$ cat src/rtl/girl10_lock_pkg.sv
`default_nettype none
// +------------------------------------------------------------------+
// | girl10_lock_pkg                                                   |
// | Shared state codes, output bundle type and helper functions for   |
// | the key-locked girl10 controller family.                          |
// | Contents: S1..S6 / D_BASE codes, y_t output bundle, clog2,        |
// |           dup_sel (shadow-copy index from a key mismatch).        |
// | Revision: 1.0 - initial parametrised release                      |
// +------------------------------------------------------------------+
package girl10_lock_pkg;

  localparam int S1     = 1;
  localparam int S2     = 2;
  localparam int S3     = 3;
  localparam int S4     = 4;
  localparam int S5     = 5;
  localparam int S6     = 6;
  localparam int D_BASE = 7;

  // The nine functional outputs; there is no y5 in this controller.
  typedef struct packed {
    logic y1;
    logic y2;
    logic y3;
    logic y4;
    logic y6;
    logic y7;
    logic y8;
    logic y9;
    logic y10;
  } y_t;

  function automatic int clog2(input int v);
    int r;
    r = 0;
    for (int i = 0; i < 31; i++) begin
      if ((1 << i) < v) r = i + 1;
    end
    return r;
  endfunction

  // Shadow index = (popcount(key ^ correct) - 1) mod num_dup.
  // A matching key has no shadow; 0 is returned and ignored by callers.
  function automatic int dup_sel(input logic [15:0] key,
                                 input logic [15:0] correct,
                                 input int          num_dup);
    logic [15:0] diff;
    int          pc;
    diff = key ^ correct;
    pc   = 0;
    for (int i = 0; i < 16; i++) begin
      pc = pc + int'(diff[i]);
    end
    if (pc == 0) return 0;
    return (pc - 1) % num_dup;
  endfunction

endpackage
`default_nettype wire

$ cat src/rtl/girl10_lock_keycmp.sv
`default_nettype none
// +------------------------------------------------------------------+
// | girl10_lock_keycmp                                                |
// | Combinational key compare: flags a correct key and, for a wrong   |
// | key, picks which shadow copy of S1 the controller diverts to.     |
// | Ports: key     in  KEY_W  lock key under test                     |
// |        key_ok  out 1      key equals CORRECT_KEY                  |
// |        dup_idx out IDX_W  shadow index (valid when key_ok==0)     |
// | Revision: 1.0 - initial parametrised release                      |
// +------------------------------------------------------------------+
module girl10_lock_keycmp
  import girl10_lock_pkg::*;
#(
  parameter int               KEY_W       = 4,
  parameter int               NUM_DUP     = 2,
  parameter logic [KEY_W-1:0] CORRECT_KEY = 4'b1011,
  parameter int               IDX_W       = (NUM_DUP > 1) ? clog2(NUM_DUP) : 1
) (
  input  logic [KEY_W-1:0] key,
  output logic             key_ok,
  output logic [IDX_W-1:0] dup_idx
);

  assign key_ok  = (key == CORRECT_KEY);
  assign dup_idx = IDX_W'(dup_sel(16'(key), 16'(CORRECT_KEY), NUM_DUP));

endmodule
`default_nettype wire

$ cat src/rtl/girl10_lock_gen.sv
`default_nettype none
// +------------------------------------------------------------------+
// | girl10_lock_gen                                                   |
// | Key-locked girl10 Mealy controller, generic in key width and in   |
// | the number of shadow copies of S1. A wrong key at the S5->S1      |
// | return lands in a shadow state that behaves exactly like S1, so   |
// | the output sequence never depends on the key.                     |
// | Ports: clk (state updates on the falling edge), rst (sync,        |
// |        active-low), x1..x7 condition inputs, keyinput[KEY_W],     |
// |        y1,y2,y3,y4,y6,y7,y8,y9,y10 outputs.                       |
// | Option: GIRL10_LOCK_REG_OUT_EN registers the outputs on the       |
// |         falling edge (one edge of latency, cleared by rst).       |
// | Revision: 1.0 - initial parametrised release                      |
// +------------------------------------------------------------------+
module girl10_lock_gen
  import girl10_lock_pkg::*;
#(
  parameter int               KEY_W       = 4,
  parameter int               NUM_DUP     = 2,
  parameter logic [KEY_W-1:0] CORRECT_KEY = 4'b1011
) (
  input  logic             clk,
  input  logic             rst,
  input  logic             x1,
  input  logic             x2,
  input  logic             x3,
  input  logic             x4,
  input  logic             x5,
  input  logic             x6,
  input  logic             x7,
  input  logic [KEY_W-1:0] keyinput,
  output logic             y1,
  output logic             y2,
  output logic             y3,
  output logic             y4,
  output logic             y6,
  output logic             y7,
  output logic             y8,
  output logic             y9,
  output logic             y10
);

  localparam int ST_W  = clog2(7 + NUM_DUP);
  localparam int IDX_W = (NUM_DUP > 1) ? clog2(NUM_DUP) : 1;

  localparam logic [ST_W-1:0] ST_S1    = ST_W'(S1);
  localparam logic [ST_W-1:0] ST_S2    = ST_W'(S2);
  localparam logic [ST_W-1:0] ST_S3    = ST_W'(S3);
  localparam logic [ST_W-1:0] ST_S4    = ST_W'(S4);
  localparam logic [ST_W-1:0] ST_S5    = ST_W'(S5);
  localparam logic [ST_W-1:0] ST_S6    = ST_W'(S6);
  localparam logic [ST_W-1:0] ST_DBASE = ST_W'(D_BASE);
  localparam logic [ST_W-1:0] ST_DLAST = ST_W'(D_BASE + NUM_DUP - 1);

  logic [ST_W-1:0]  state;
  logic [ST_W-1:0]  state_nxt;
  logic             is_dup;
  logic             key_ok;
  logic [IDX_W-1:0] dup_idx;
  y_t               y_c;
  y_t               y_o;

  girl10_lock_keycmp #(
    .KEY_W       (KEY_W),
    .NUM_DUP     (NUM_DUP),
    .CORRECT_KEY (CORRECT_KEY),
    .IDX_W       (IDX_W)
  ) u_keycmp (
    .key     (keyinput),
    .key_ok  (key_ok),
    .dup_idx (dup_idx)
  );

  assign is_dup = (state >= ST_DBASE) && (state <= ST_DLAST);

  // Next state and Mealy outputs. Anything unrecognised (code 0 or above
  // the last shadow) falls through to the defaults: outputs 0, next S1.
  always_comb begin
    state_nxt = ST_S1;
    y_c       = '0;
    if ((state == ST_S1) || is_dup) begin
      if (x6) begin
        y_c.y8 = 1'b1; y_c.y9 = 1'b1;
        state_nxt = ST_S2;
      end else if (x7) begin
        y_c.y6 = 1'b1;
        state_nxt = ST_S3;
      end else begin
        y_c.y3 = 1'b1; y_c.y6 = 1'b1; y_c.y10 = 1'b1;
        state_nxt = ST_S3;
      end
    end else begin
      case (state)
        ST_S2: begin
          if (x4 && x1) begin
            y_c.y1 = 1'b1; y_c.y2 = 1'b1;
            state_nxt = ST_S2;
          end else if (x4) begin
            y_c.y3 = 1'b1; y_c.y4 = 1'b1;
            state_nxt = ST_S4;
          end else begin
            y_c.y4 = 1'b1;
            state_nxt = ST_S5;
          end
        end
        ST_S3: begin
          if (x1 && x2 && !x3) begin
            y_c.y6 = 1'b1; y_c.y7 = 1'b1;
            state_nxt = ST_S6;
          end else if (x1) begin
            // x2&x3 and ~x2 share the same response
            y_c.y1 = 1'b1; y_c.y3 = 1'b1;
            state_nxt = ST_S2;
          end else begin
            y_c.y4 = 1'b1;
            state_nxt = ST_S5;
          end
        end
        ST_S4: begin
          if (x6) begin
            y_c.y6 = 1'b1; y_c.y7 = 1'b1;
            state_nxt = ST_S3;
          end else begin
            y_c.y3 = 1'b1; y_c.y4 = 1'b1;
            state_nxt = ST_S4;
          end
        end
        ST_S5: begin
          if (x5) begin
            // The key is only looked at here; no outputs on this return.
            state_nxt = key_ok ? ST_S1 : (ST_DBASE + ST_W'(dup_idx));
          end else if (x1) begin
            y_c.y8 = 1'b1; y_c.y9 = 1'b1;
            state_nxt = ST_S2;
          end else begin
            y_c.y3 = 1'b1; y_c.y4 = 1'b1;
            state_nxt = ST_S4;
          end
        end
        ST_S6: begin
          y_c.y3 = 1'b1; y_c.y4 = 1'b1;
          state_nxt = ST_S4;
        end
        default: begin
          state_nxt = ST_S1;
        end
      endcase
    end
  end

  always_ff @(negedge clk) begin
    if (!rst) state <= ST_S1;
    else      state <= state_nxt;
  end

`ifdef GIRL10_LOCK_REG_OUT_EN
  y_t y_r;
  always_ff @(negedge clk) begin
    if (!rst) y_r <= '0;
    else      y_r <= y_c;
  end
  assign y_o = y_r;
`else
  assign y_o = y_c;
`endif

  assign y1  = y_o.y1;
  assign y2  = y_o.y2;
  assign y3  = y_o.y3;
  assign y4  = y_o.y4;
  assign y6  = y_o.y6;
  assign y7  = y_o.y7;
  assign y8  = y_o.y8;
  assign y9  = y_o.y9;
  assign y10 = y_o.y10;

endmodule
`default_nettype wire

$ cat config.mk
export PLATFORM = sky130hd
export DESIGN_NAME = girl10_lock_gen
export DESIGN_NICKNAME = d
export VERILOG_FILES = /design/src/rtl/girl10_lock_pkg.sv /design/src/rtl/girl10_lock_keycmp.sv /design/src/rtl/girl10_lock_gen.sv
export SDC_FILE = /design/constraint.sdc
export NUM_CORES = 1
export LEC_CHECK = 0
export ABC_CLOCK_PERIOD_IN_PS = 2800
export BUFFER_PORTS_ARGS = -buffer_cell sky130_fd_sc_hd__buf_2
export CAP_MARGIN = 20
export CORE_UTILIZATION = 30
export CTS_CLUSTER_SIZE = 12
export DETAILED_ROUTE_END_ITERATION = 8
export PLACE_DENSITY = 0.56
export SETUP_SLACK_MARGIN = 0.4
export SLEW_MARGIN = 5
export SYNTH_ARGS = -nofsm -noshare
export SYNTH_HDL_FRONTEND = slang
export SYNTH_SLANG_ARGS = --single-unit
$ cat constraint.sdc
create_clock -name clk -period 2.8 [get_ports clk]
set_input_delay 0.56 -clock clk [delete_from_list [all_inputs] [get_ports clk]]
set_output_delay 0.56 -clock clk [all_outputs]
set_load 0.005 [all_outputs]
-- After elaboration in Yosys (flattened, before gate mapping)
Cells that the tools add are included.
- $add $sub $neg: 5
- magnitude comparators: 2
- eq/ne operators: 7
- multiplexer cells: 42
- bitwise operators: 1
- reduce and logical (&&, ||, !) cells: 7
- operators by type and width (kind ; number):
    $add 32x2->32 ; 2
    $logic_not 32->1 ; 1
    $sub 32x2->32 const B ; 1
    $mux 2 ; 13
    $pmux 4 s5 ; 1
    $mux 1 ; 17
    $mux 3 ; 5
    $eq 4x3->1 const B ; 3
    $mux 4 ; 3
    $pmux 2 s5 ; 1
    $eq 4x2->1 const B ; 2
    $add 3x1->4 const A ; 1
    $eq 4x1->1 const B ; 1
    $eq 4x4->1 const B ; 1
    $ge 4x3->1 const B ; 1
    $le 4x4->1 const B ; 1
    $logic_and 1x1->1 ; 4
    $pmux 2 s2 ; 1
    $not 3->3 ; 1
    $add 1x1->2 ; 1
    $pmux 1 s2 ; 1
    $logic_not 1->1 ; 1
    $logic_or 1x1->1 ; 1
- bits in registers: 4
- input port bits: 13

-- Logic depth before layout (Yosys ltp)
- depth after elaboration: 12
- depth in mapped cells: 8

-- Cells and area by module
Synthesis repeated with hierarchy kept, for this count alone.
- cells, all modules: 96
- area, all modules: 671.9 µm²
- by module, submodules not included (module ; instances ; cells each ; area an instance (µm²)):
    girl10_lock_gen ; 1 ; 85 ; 570.5
    girl10_lock_keycmp ; 1 ; 11 ; 101.3

==> run metrics <==
final std cells w/o fill=169; standby leakage power=0.000580 uW; critical path startpoint category=flop; setup clock skew after layout=15.2 ps; Power Internal=356 uW; overall power consumption=606 uW; Largest regs=state: 4 flops; number of optimization iterations in the first detailed-route pass=4; maximum ir drop on the vdd rail=0.244 mV; fraction of met2 tracks used by global routing=37.0%; Worst Hold Class=flop to flop; floorplan core area=0.00196 sq mm; via/cell ratio=5.31; initial core utilization=31.9%; Fin Setup TNS=-7170 ps; CP max FO=3; number of synthesized flops with an enable pin=0; final instance area=0.00128 sq mm; Post-Synthesis Mean Instance Area=6.95 sq um; Crit. End Element=output pin; net count of the finished layout=161; layer with the highest usage=met2; kind of cell adding the most delay to the critical path=simple AND/OR/NAND/NOR gates; crit path setup slack, layout=-737 ps; clock tree from TritonCTS=yes; Crit-path slowest cell=dfxtp_4; post-synth design cell area=626 sq um; number of clock buffers inserted by TritonCTS=3; clock transition at the registers of the reported paths=40 ps; arrival time of the worst setup path=2980 ps; outcome=complete, but fails checks; final-report max-slew violation count=0; cell row count=16; share of synthesized area occupied by flip-flops and latches=12.8%; later-pin clock latency in the skew report=300 ps; overall global routing resource usage=20.6%; final weighted congestion in routability-driven placement=0.842; PwrDens=475 mW/mm^2; highest cell delay on the worst timing path=360 ps; floorplan die area=0.00227 sq mm; antenna diode instance count=0; global-route wire length before repair=3.31 mm; buffering stage count on the worst path with inverters included=2; most area-hungry cell type in the Yosys netlist=dfxtp_1; Synth top area share=12.8%; maximum number of pins on one net before global-route repair=13; DP Cell Count=156; share of flip-flops with an asynchronous set or reset=0%; clock sink count=4; detailed placer's ending HPWL=1.52 mm; number of different library cells in the post-synthesis netlist=36; Switch Pwr=251 uW; data required time of the worst path=2240 ps; share of total power in sequential cells=15.6%; Setup CP Type=flop to output pin; DRC marker count from the first detailed-route iteration=21; relative contribution of combinational cells to total power=68.4%; dpl cell area=0.00105 sq mm; share of post-route cells with drive strength above 1=62.0%; Most used DFF post-synth=dfxtp_1; Die X-Extent=47.7 microns; DR DRC count=0; max reg flops=4; Synth Net Count=107; worst-margin pin slew=578 ps; end-of-flow core utilization=65.1%; violated checks=setup timing; met1 track utilization from global routing=26.2%; count of input and output buffers=21; cell types with the largest area share after synthesis=dfxtp_1 (13%), nor3_1 (6.4%), ha_1 (6.0%); root buffer cell=clkbuf_4; total overflow reported by the global router=0; number of max-cap violations=0; count of endpoints failing hold in the final timing report=0; part of the total power dissipated in the clock network=16.0%; worst slew margin relative to its limit=61.4%; maximum clock path buffer count=2; instance count of the mapped netlist=90; Net Sw Frac=41.3%; Cell Chain, Critical Path=nor4b_4 > a31oi_2 > buf_4 > nand2b_4 > o41ai_4 > buf_2; vias=897; flip-flop and latch count after synthesis=4; final antenna-violating net count=0; die extent in y=47.7 microns; number of global-route vias before repair=776; signed area change from the synthesized netlist to the final layout=104%; most frequent cell after synthesis=nor3_1; number of ports placed on the die boundary=22; warning count from the yosys run=0; ranking of synthesized cells by instance count=nor3_1 (8), inv_1 (7), o21ai_0 (7), nand2b_1 (6), nor2_1 (6); count of final setup violators=13; register bank with the most flops=state; met3 Use GR=2.64%; aggregate routed wire length=2.32 mm; CTS H-Tree Depth=1; initial antenna violation count=0; DR WL/cell=13.7 microns; setup repair after global routing missed its margin=yes
[power groups by stage]
stage	registers [uW]	clock network (uW)	logic [uW]
after global routing	97.5	107	446
after floorplan	78.5	11.1	213
after CTS	94.1	98.3	380
after detailed placement	91.8	11.1	327
after global placement	91.8	11.1	326
final	94.7	97.0	415
[layer usage]
| layer | routed length, microns | part of all wire (%) |
|---|---|---|
| met1 | 941 | 41 |
| met2 | 1260 | 54 |
| met3 | 84 | 3.6 |
| met4 | 31 | 1.3 |
| met5 | 0 | 0 |
[cell type report]
type | count | area, sq um
Tap cell | 27 | 33.8
Timing Repair Buffer | 52 | 402
Sequential cell | 4 | 92.6
Fill cell | 189 | 684
Inverter | 6 | 37.5
Clock inverter | 4 | 15.0
Multi-Input combinational cell | 73 | 674
Clock buffer | 3 | 22.5
[worst paths after layout]
check                  end  startpoint  depth (start not counted)  slack, ps
setup / recovery        y8    state[2]                          6       -740
hold / removal    state[3]    state[3]                          3        680
setup reg to reg  state[1]    state[2]                          6       1160
hold reg to reg   state[3]    state[3]                          3        680
[placed cells by master, fill, tap and decap left out, drive strengths merged, types with 2 or more instances in the layout]
cell type and instances:
nand3 4, nor3b 3, nor2 6, nor3 8, buf 52, a21oi 3
o21ai 7, inv 10, dfxtp 4, a31oi 4, nor2b 3, ha 3
clkbuf 3, nand2 5, nand2b 6, o2111ai 2
[worst reg2reg max path: cells and delay by family (launching register included)]
kind / cells / cell delay, ps
flops: 1 / 380
compound gates: 1 / 70
simple gates: 3 / 880
buf+inv: 2 / 260
[per-stage QoR]
step | setup slack, ps | hold WS (ps)
6_report | -737 | 676
4_1_cts | -735 | 668
3_3_place_gp | -849 | 643
2_1_floorplan | -590 | 568
3_5_place_dp | -892 | 639
5_1_grt | -810 | 693
[cell families (layout without fill, tap and decap cells)]
kind of cell | after synthesis | in the layout | share of synthesized area, %
buffers and inverters | 13 | 65 | 10.0
xor gates and xnor gates | 1 | 1 | 1.40
and+or+nand+nor | 44 | 44 | 41.0
adders and majority gates | 4 | 4 | 9.20
DFF | 4 | 4 | 12.8
AOI/OAI and AO/OA | 24 | 24 | 25.6
[timing repair]
| item | CTS | global route |
|---|---|---|
| hold buffers | 0 | 0 |
| setup endpoints to repair | 13 | 13 |
| buffers inserted | 6 | 1 |
| pin swaps | 18 | 8 |
| resized for setup | 23 | 11 |
No activity file was read; power rests on OpenSTA's default activity.
